### src/rtl/ex_muldiv_ctrl.sv
// ex_muldiv_ctrl
//   Sequencer for the iterative multiply/divide unit that sits beside the EX
//   stage ALU. It accepts MULT/MULTU/DIV/DIVU from EX, runs a 32-step
//   shift-add multiply or restoring divide, and owns the HI/LO registers.
//   The pipeline is stalled while an operation is computing. MTHI/MTLO
//   writes are accepted while the unit is idle.
//
// Ports
//   clk          rising-edge clock
//   rst          asynchronous reset, active-high
//   start        issue request from EX, sampled only when idle
//   op           00 MULT, 01 MULTU, 10 DIV, 11 DIVU
//   opa          rs operand: multiplicand or dividend
//   opb          rt operand: multiplier or divisor
//   cancel       pipeline flush, aborts an in-flight operation
//   hi_we/lo_we  MTHI/MTLO write enables, honoured only when idle
//   wdata        MTHI/MTLO write data
//   stall_req    hold IF/ID/EX (combinational)
//   busy         unit is not idle
//   done         one-cycle pulse, HI/LO hold the new result this cycle
//   div_by_zero  set by a divide with a zero divisor, qualified by done
//   hi/lo        HI and LO architectural registers

module ex_muldiv_ctrl #(
  parameter int WIDTH = 32,
  parameter int CNT_W = 6
) (
  input  logic             clk,
  input  logic             rst,
  input  logic             start,
  input  logic [1:0]       op,
  input  logic [WIDTH-1:0] opa,
  input  logic [WIDTH-1:0] opb,
  input  logic             cancel,
  input  logic             hi_we,
  input  logic             lo_we,
  input  logic [WIDTH-1:0] wdata,
  output logic             stall_req,
  output logic             busy,
  output logic             done,
  output logic             div_by_zero,
  output logic [WIDTH-1:0] hi,
  output logic [WIDTH-1:0] lo
);

  typedef enum logic [1:0] {
    IDLE = 2'd0,
    CALC = 2'd1,
    DONE = 2'd2
  } state_t;

  localparam logic [CNT_W-1:0] LAST_CNT = CNT_W'(WIDTH - 1);

  state_t state;
  state_t state_next;

  logic [CNT_W-1:0]   cnt;
  logic               is_div;
  logic               neg_q;
  logic               neg_r;
  logic [WIDTH-1:0]   operand_b;
  logic [2*WIDTH-1:0] acc;
  logic [2*WIDTH-1:0] acc_step;

  logic               accept;
  logic               zero_div;
  logic               sign_a;
  logic               sign_b;
  logic [WIDTH-1:0]   mag_a;
  logic [WIDTH-1:0]   mag_b;
  logic [WIDTH:0]     add_sum;
  logic [WIDTH:0]     trial;
  logic [2*WIDTH-1:0] prod_final;
  logic [WIDTH-1:0]   quot_final;
  logic [WIDTH-1:0]   rem_final;

  // Signed ops work on magnitudes; the result signs are reapplied at the end.
  assign sign_a   = !op[0] && opa[WIDTH-1];
  assign sign_b   = !op[0] && opb[WIDTH-1];
  assign mag_a    = sign_a ? -opa : opa;
  assign mag_b    = sign_b ? -opb : opb;
  assign zero_div = op[1] && (opb == '0);
  assign accept   = (state == IDLE) && start && !cancel;

  // State register.
  always_ff @(posedge clk or posedge rst) begin
    if (rst) begin
      state <= IDLE;
    end else begin
      state <= state_next;
    end
  end

  // Next-state and status outputs. A flush in CALC wins over the final
  // iteration so that a cancelled operation can never commit.
  always_comb begin
    state_next = state;
    stall_req  = 1'b0;
    busy       = 1'b0;
    done       = 1'b0;
    case (state)
      IDLE: begin
        stall_req = accept;
        if (accept) begin
          state_next = zero_div ? DONE : CALC;
        end
      end
      CALC: begin
        stall_req = 1'b1;
        busy      = 1'b1;
        if (cancel) begin
          state_next = IDLE;
        end else if (cnt == LAST_CNT) begin
          state_next = DONE;
        end
      end
      DONE: begin
        busy       = 1'b1;
        done       = 1'b1;
        state_next = IDLE;
      end
      default: begin
        state_next = IDLE;
      end
    endcase
  end

  // One iteration of the shared accumulator.
  // Multiply: acc = {partial product, remaining multiplier bits}; add the
  // multiplicand into the top half when the low bit is set, then shift right.
  // Divide: acc = {partial remainder, remaining dividend / quotient bits};
  // shift left one bit, keep the trial subtraction when it does not borrow.
  always_comb begin
    add_sum  = {1'b0, acc[2*WIDTH-1:WIDTH]} + {1'b0, operand_b};
    trial    = acc[2*WIDTH-1:WIDTH-1] - {1'b0, operand_b};
    acc_step = acc;
    if (is_div) begin
      if (!trial[WIDTH]) begin
        acc_step = {trial[WIDTH-1:0], acc[WIDTH-2:0], 1'b1};
      end else begin
        acc_step = {acc[2*WIDTH-2:0], 1'b0};
      end
    end else begin
      if (acc[0]) begin
        acc_step = {add_sum, acc[WIDTH-1:1]};
      end else begin
        acc_step = {1'b0, acc[2*WIDTH-1:1]};
      end
    end
  end

  // Sign fix-up of the final iteration's result.
  always_comb begin
    prod_final = neg_q ? -acc_step : acc_step;
    quot_final = neg_q ? -acc_step[WIDTH-1:0] : acc_step[WIDTH-1:0];
    rem_final  = neg_r ? -acc_step[2*WIDTH-1:WIDTH] : acc_step[2*WIDTH-1:WIDTH];
  end

  // Datapath and HI/LO. MTHI/MTLO only land while idle; a divide by zero
  // leaves HI/LO alone and only raises div_by_zero.
  always_ff @(posedge clk or posedge rst) begin
    if (rst) begin
      cnt         <= '0;
      is_div      <= 1'b0;
      neg_q       <= 1'b0;
      neg_r       <= 1'b0;
      operand_b   <= '0;
      acc         <= '0;
      hi          <= '0;
      lo          <= '0;
      div_by_zero <= 1'b0;
    end else begin
      case (state)
        IDLE: begin
          if (hi_we) begin
            hi <= wdata;
          end
          if (lo_we) begin
            lo <= wdata;
          end
          if (accept) begin
            div_by_zero <= zero_div;
            is_div      <= op[1];
            neg_q       <= sign_a ^ sign_b;
            neg_r       <= sign_a;
            cnt         <= '0;
            operand_b   <= op[1] ? mag_b : mag_a;
            acc         <= {{WIDTH{1'b0}}, (op[1] ? mag_a : mag_b)};
          end
        end
        CALC: begin
          if (!cancel) begin
            acc <= acc_step;
            if (cnt == LAST_CNT) begin
              if (is_div) begin
                lo <= quot_final;
                hi <= rem_final;
              end else begin
                hi <= prod_final[2*WIDTH-1:WIDTH];
                lo <= prod_final[WIDTH-1:0];
              end
            end else begin
              cnt <= cnt + CNT_W'(1);
            end
          end
        end
        default: begin
        end
      endcase
    end
  end

endmodule

### config.mk
export PLATFORM = sky130hd
export DESIGN_NAME = ex_muldiv_ctrl
export DESIGN_NICKNAME = d
export VERILOG_FILES = /design/src/rtl/ex_muldiv_ctrl.sv
export SDC_FILE = /design/constraint.sdc
export NUM_CORES = 1
export LEC_CHECK = 0
export ABC_CLOCK_PERIOD_IN_PS = 8400
export BUFFER_PORTS_ARGS = -buffer_cell sky130_fd_sc_hd__buf_2
export CAP_MARGIN = 25
export CORE_MARGIN = 5
export CORE_UTILIZATION = 26
export CTS_CLUSTER_SIZE = 40
export DETAILED_ROUTE_END_ITERATION = 8
export GPL_TIMING_DRIVEN = 0
export PLACE_DENSITY = 0.46
export SYNTH_ARGS = -nofsm -noshare
export SYNTH_HDL_FRONTEND = slang
export SYNTH_SLANG_ARGS = --single-unit
export TNS_END_PERCENT = 50
### constraint.sdc
create_clock -name clk -period 8.4 [get_ports clk]
set_input_delay 1.68 -clock clk [delete_from_list [all_inputs] [get_ports clk]]
set_output_delay 1.68 -clock clk [all_outputs]
set_load 0.05 [all_outputs]
After elaboration in Yosys (flattened, before gate mapping)
Cells that the tools add are included.

Output and inout port bits: 68. Flip-flop bits (word level): 172. Input bits: 104. Logic and storage cells: 81.

Reduce and logical (&&, ||, !) cells: 17. Add/subtract/negate cells: 8. Bitwise operators: 1. Eq/ne operators: 10. Muxes and demuxes: 35.

Operators with widths (count): 32-bit 2-to-1 mux (14); 64-bit 2-to-1 mux (6); 32-bit negation (4); 32-bit case mux with 2 select lines (2); 64-bit case mux with 2 select lines (1); 64-bit negation (1); 32-bit by 32-bit adder with 33-bit output (1); 33-bit by 32-bit subtractor with 33-bit output (1); 32-bit logical NOT (1); 6-bit 2-to-1 mux (3); 2-bit != test, second input constant (6); 6-bit case mux with 2 select lines (1); 4-bit AND reduction (3); 2-bit 2-to-1 mux (4); 6-bit by 1-bit adder with 6-bit output, second input constant (1); 6-bit by 5-bit == test with 1-bit output, second input constant (1); 1-bit logical AND (5); 2-bit case mux with 2 select lines (1); 2-bit AND reduction (2); 3-bit != test, second input constant (1); 3-bit AND reduction (1); 2-bit by 1-bit == test with 1-bit output, second input constant (1); 2-bit == test, second input constant (1); 1-bit logical NOT (2); other kinds (6) (7).

Depth between registers and ports, before layout
Word-level depth: 9. Depth in mapped cells: 23. Depth with buffers taken out: 21.

Least setup slack after synthesis
Ideal clock, no wire load.

Path kind: register to register. From: register operand_b[0]. To: register hi[20]. Cell stages (with the launch flop): 22. Slack: 3.298 ns. Data required time: 8.323 ns. Arrival time: 5.025 ns. Clock period less this slack: 5.102 ns. Setup time: 0.077 ns. Path buffers: 1. Cell sequence: dfrtp_1 ha_1 fa_1 nand2b_1 a211o_1 a211o_1 a21oi_4 nand3_1 clkbuf_1 nand3_2 a21boi_0 ha_1 o21ai_0 or3_4 or3_4 or2_4 nand2_4 o21ai_2 or4b_1 a31oi_1 a21oi_1 o21ai_1.

Cells in the longest elaborated chain, start to end: 9. Elaborated cells between the ends (all ways): 13. Those cells by class: add/sub: 4; mux: 9.

RTL lines: start: declaration (line 61) `logic [WIDTH-1:0] operand_b;`; start signal: assignment (line 187) `operand_b <= op[1] ? mag_b : mag_a;`; 33-bit by 32-bit subtractor with 33-bit output / 32-bit by 32-bit adder with 33-bit output (equally long branches) (line 135, 134); 64-bit 2-to-1 mux (on tied branches) (line 138, 144); 64-bit 2-to-1 mux (*) (line 137) `if (is_div) begin`; 64-bit negation / 32-bit negation (equally long branches) (line 154, 156); 64-bit 2-to-1 mux / 32-bit 2-to-1 mux (equally long branches) (line 154, 156); 32-bit 2-to-1 mux (*) (line 195) `if (is_div) begin`; 32-bit 2-to-1 mux (*) (line 194) `if (cnt == LAST_CNT) begin`; 32-bit 2-to-1 mux (*) (line 192) `if (!cancel) begin`; 32-bit case mux with 2 select lines (*) (line 173) `case (state)`; end signal: assignment (line 176) `hi <= wdata;`; end signal: assignment (line 197) `hi <= rem_final;`; end signal: assignment (line 199) `hi <= prod_final[2*WIDTH-1:WIDTH];`; end: declaration (line 42) `output logic [WIDTH-1:0] hi,`.

Every way passes the cells marked *; elsewhere a longest branch is shown, timed or not. The select of a mux whose other input is x is not followed. A chain may end at the register's enable or synchronous reset.

Worst setup path after layout
From: register acc[31]. To: register hi[20].

Cells in the longest elaborated chain, start to end: 9. Elaborated cells between the ends (all ways): 12. Those cells by class: add/sub: 3; mux: 9.

RTL lines: start: declaration (line 62) `logic [2*WIDTH-1:0] acc;`; start signal: assignment (line 188) `acc <= {{WIDTH{1'b0}}, (op[1] ? mag_a : mag_b)};`; start signal: assignment (line 193) `acc <= acc_step;`; 33-bit by 32-bit subtractor with 33-bit output (line 135) `trial = acc[2*WIDTH-1:WIDTH-1] - {1'b0, operand_b};`; 64-bit 2-to-1 mux (line 138) `if (!trial[WIDTH]) begin`; 64-bit 2-to-1 mux (*) (line 137); 64-bit negation / 32-bit negation (equally long branches) (line 154, 156); 64-bit 2-to-1 mux / 32-bit 2-to-1 mux (equally long branches) (line 154, 156); 32-bit 2-to-1 mux (*) (line 195); 32-bit 2-to-1 mux (*) (line 194); 32-bit 2-to-1 mux (*) (line 192); 32-bit case mux with 2 select lines (*) (line 173).

Marked as above.

==> impl_results.md <==
- Max rail drop VDD: 0.1537 mV
- Crit path required time: 8790 ps
- Nets@finish: 2490
- Reg area: 0.004304 mm²
- Async set-reset flop share out of synthesis: 100.0%
- Ys Warns: 0
- Total GRT Usage: 21.18%
- Multi-input gate area in the final layout: 0.01092 mm²
- M1 wire length: 32.46 mm
- Core area: 0.06137 mm²
- Antenna-violating nets left: 0
- DP HPWL: 59.99 mm
- Clk_lat worst skew: 470 ps
- Worst setup EP type: flop
- Clk root buf: clkbuf_16
- Max Slew Vio Count: 0
- Post-synth net total: 2298
- FF+latch count, synth: 172
- Layout cell share with drive strength beyond 1: 11.87%
- Worst Skew: 20.97 ps
- Final-report hold violation count: 0
- RSZ-0062 raised after global routing: false
- Slew @ Worst Pin: 1061 ps
- Synthesized area: 0.01603 mm²
- Crit-path max FO: 10
- Via/cell ratio: 5.478
- Cells after Synth: 2120
- CTS clock-pin slew for the worst setup and hold paths: 70 ps
- CP delay by family, top: simple AND/OR/NAND/NOR gates
- Top Layer Used: met4
- Synth Area per Inst: 7.562 µm²
- Fin crit period: 6689 ps
- RePlAce Congestion: 0.9444
- Pwr dens: 493.5 mW/mm²
- Hold Buf Count CTS: 0
- P_sw: 5.444 mW
- Count of flip-flops with a built-in enable after synthesis: 0
- Met3 wire len: 4.509 mm
- Post-synth top flop: dfrtp_1
- DRC errors left: 0
- Slowest cell delay on critical path: 520 ps
- Worst slack at placement: 1830 ps
- Post-Place Cell Area: 0.01791 mm²
- Buf/Inv on CP: 2
- First-pass GRT wire length: 108.7 mm
- Clk pwr share: 9.1%
- Cts repair resizes: 0
- I/O Buffers: 170
- Cell taking the most area after synthesis: dfrtp_1
- Pin count of the biggest net entering global routing: 89
- Row count: 91
- Sequential share of power: 18.5%
- Hold_sp: lo[22]$_DFFE_PP0P_
- CP Class: reg -> reg
- CP Launch Type: flop
- CTS max path bufs: 2
- Num CTS Buffers: 17
- Final worst path period share: 79.63%
- Reg-to-reg startpoint: acc[31]$_DFFE_PP0P_
- CTS tree: done
- Int Pwr: 3.690 mW
- Arrival time worst endpoint: 7080 ps
- Synth top area share: 26.85%
- Max_cap viols: 0
- Vias in the first global route: 16720
- First-pass iteration count of the detailed router: 8
- Rel. slew slack: 28.54%
- Full die area: 0.06673 mm²
- Slowest stage cell on the critical path: or4b_1
- Critical-path cell list: inv_1 > ha_1 > fa_1 > nand2b_1 > a211o_1 > a211o_1 > a21oi_4 > nand3_1 > clkbuf_1 > nand3_2 > a21boi_0 > ha_1 > o21ai_0 > or3_4 > or3_4 > or2_4 > nand2_4 > o21ai_2 > or4b_1 > a31oi_1 > a21oi_1 > o21ai_1
- Initial antenna violation count: 0
- Worst setup margin: 1711 ps
- DIE HEIGHT: 258.3 µm
- Initial Utilization: 26.12%
- Area Overhead vs Synth: 15.47%
- Met2 WL: 34.00 mm
- Filler cells: 6683
- Gate power share: 72.4%
- Finished Cell Area: 0.01851 mm²
- Initial DRC count: 1664
- Via count: 17070
- WL/cell: 23.40 µm
- Critical Path Source: acc[31]$_DFFE_PP0P_
- Routed WL: 72.92 mm
- Switch share: 59.60%
- Die X: 258.3 µm
- Post-Route Utilization: 30.16%
- IO Pins: 172
- GRT Residual Overflow: 0
- Top cells by area, synth: dfrtp_1 (27%), o21ai_0 (7.7%), nand2_1 (6.8%)
- TritonCTS Sinks: 172
- Setup-failing EPs final: 0
- Post-CTS Setup Bufs: 0
- Leakage: 7.907 nW
- H-tree depth: 4
- Synth cell types: 97
- Seq/Total Area, Yosys: 26.85%
- Status: completed
- Max Clk Rate: 0.1495 GHz
- Hold Path Class: reg -> reg
## kinds of logic (layout without fill, tap and decap cells)
family	Yosys count	count (layout)	share of synthesized area (%)
AOI/OAI and AO/OA	723	723	27.69
xor gates and xnor gates	160	160	8.741
adders and majority gates	74	74	5.869
buffers and inverters	205	410	5.026
DFF	172	172	26.85
muxes	82	82	5.206
other	0	1	0
and+or+nand+nor	704	704	20.62
## layout by cell type (no fill, tap or decap), types with 11 or more instances in the layout
master / synthesis / final
mux2i_1: 71 / 71
a22o_1: 14 / 14
nand2_1: 289 / 289
buf_1: 13 / 13
clkbuf_1: 101 / 102
o21ai_0: 248 / 248
nand3_1: 28 / 28
nand2b_1: 19 / 19
a21o_1: 31 / 31
nor2b_1: 27 / 27
nand4_1: 34 / 34
o21a_1: 16 / 16
buf_2: 12 / 183
dfrtp_1: 172 / 172
o31ai_1: 19 / 19
xnor2_1: 77 / 77
or3_1: 22 / 22
xor2_1: 83 / 83
nor4_1: 14 / 14
a211oi_1: 19 / 19
inv_1: 74 / 73
nor2_1: 155 / 155
clkbuf_16: 0 / 17
and2_1: 11 / 11
o211ai_1: 19 / 19
o21ai_1: 14 / 14
ha_1: 72 / 72
and3_1: 14 / 14
mux2_2: 11 / 11
a31oi_1: 28 / 28
nor3_1: 45 / 45
a21oi_1: 210 / 210
## sequential cells by signal (all words and copies together), names as in the netlist
| name | flops |
|---|---|
| acc | 64 |
| div_by_zero | 1 |
| state | 2 |
| lo | 32 |
| neg_r | 1 |
| is_div | 1 |
| cnt | 6 |
| hi | 32 |
| operand_b | 32 |
| neg_q | 1 |
## through the flow
| step | hold WS [ps] | TNS [ps] | power (mW) | instances |
|---|---|---|---|---|
| finish | 481.1 | 0 | 9.135 | 3116 |
| global route | 498.7 | 0 | 9.759 | 3115 |
| CTS | 481.9 | 0 | 9.084 | 3114 |
| detailed placement | 465.6 | 0 | 8.225 | 3082 |
| global placement | 470.0 | -51770 | 8.188 | 3080 |
| floorplan | 465.2 | 0 | 6.000 | 2120 |
## per-layer routing
layer | up-vias | track usage [%]
met1 | 8393 | 29.52
met3 | 92 | 2.923
met5 | - | 0
met2 | 583 | 34.76
met4 | 0 | 5.474
li1 | 8002 | -
## power by group through the flow
stage | combinational, mW | clock [mW] | sequential [mW]
2_1_floorplan | 4.00 | 0 | 2.00
5_1_grt | 7.15 | 0.882 | 1.73
4_1_cts | 6.56 | 0.845 | 1.68
6_report | 6.61 | 0.829 | 1.69
3_5_place_dp | 6.53 | 0 | 1.70
3_3_place_gp | 6.50 | 0 | 1.69
## path summary, 6_finish.rpt
kind / end / slack, ps / depth (start not counted)
worst min-delay path: lo[22]$_DFFE_PP0P_ / 480 / 2
max in group asynchronous: acc[18]$_DFFE_PP0P_ / 6240 / 3
min in group asynchronous: acc[60]$_DFFE_PP0P_ / 1280 / 2
worst max register to register: hi[20]$_DFFE_PP0P_ / 1710 / 22
worst max-delay path: hi[20]$_DFFE_PP0P_ / 1710 / 22
worst min register to register: lo[22]$_DFFE_PP0P_ / 480 / 2
## tightest hold or removal path, stage by stage (launching register included)
cell and delay, ps:
dfrtp_1 340, nand2_1 40, o21ai_0 60
## Yosys cell counts, drive strengths merged, types with 6 or more instances
cell    count
nand3      30
xnor2      77
a211oi     23
o22ai       8
mux2i      71
dfrtp     172
a22o       14
or2         8
o21bai      8
ha         72
a21oi     212
nand2b     19
o211ai     20
nor3       47
nand2     290
nor2b      27
o31ai      21
a31oi      28
o21ai     263
clkbuf    101
inv        75
nor4       14
nand4      35
mux2       11
and2       11
a211o       6
a21o       31
o21a       16
a21boi      8
o41ai       9
nor2      156
or3        24
xor2       83
and3       14
buf        29
## final cells by class
cell class / count / area share, %
Sequential cell: 172 / 23.25
Timing Repair Buffer: 173 / 4.812
Multi-Input combinational cell: 1743 / 59.00
Inverter: 75 / 1.575
Clock buffer: 18 / 2.318
Buffer: 130 / 2.819
Tap cell: 790 / 5.340
Clock inverter: 14 / 0.8719
Antenna cell: 1 / 0.01352
Power figures use the tool's default switching activity.
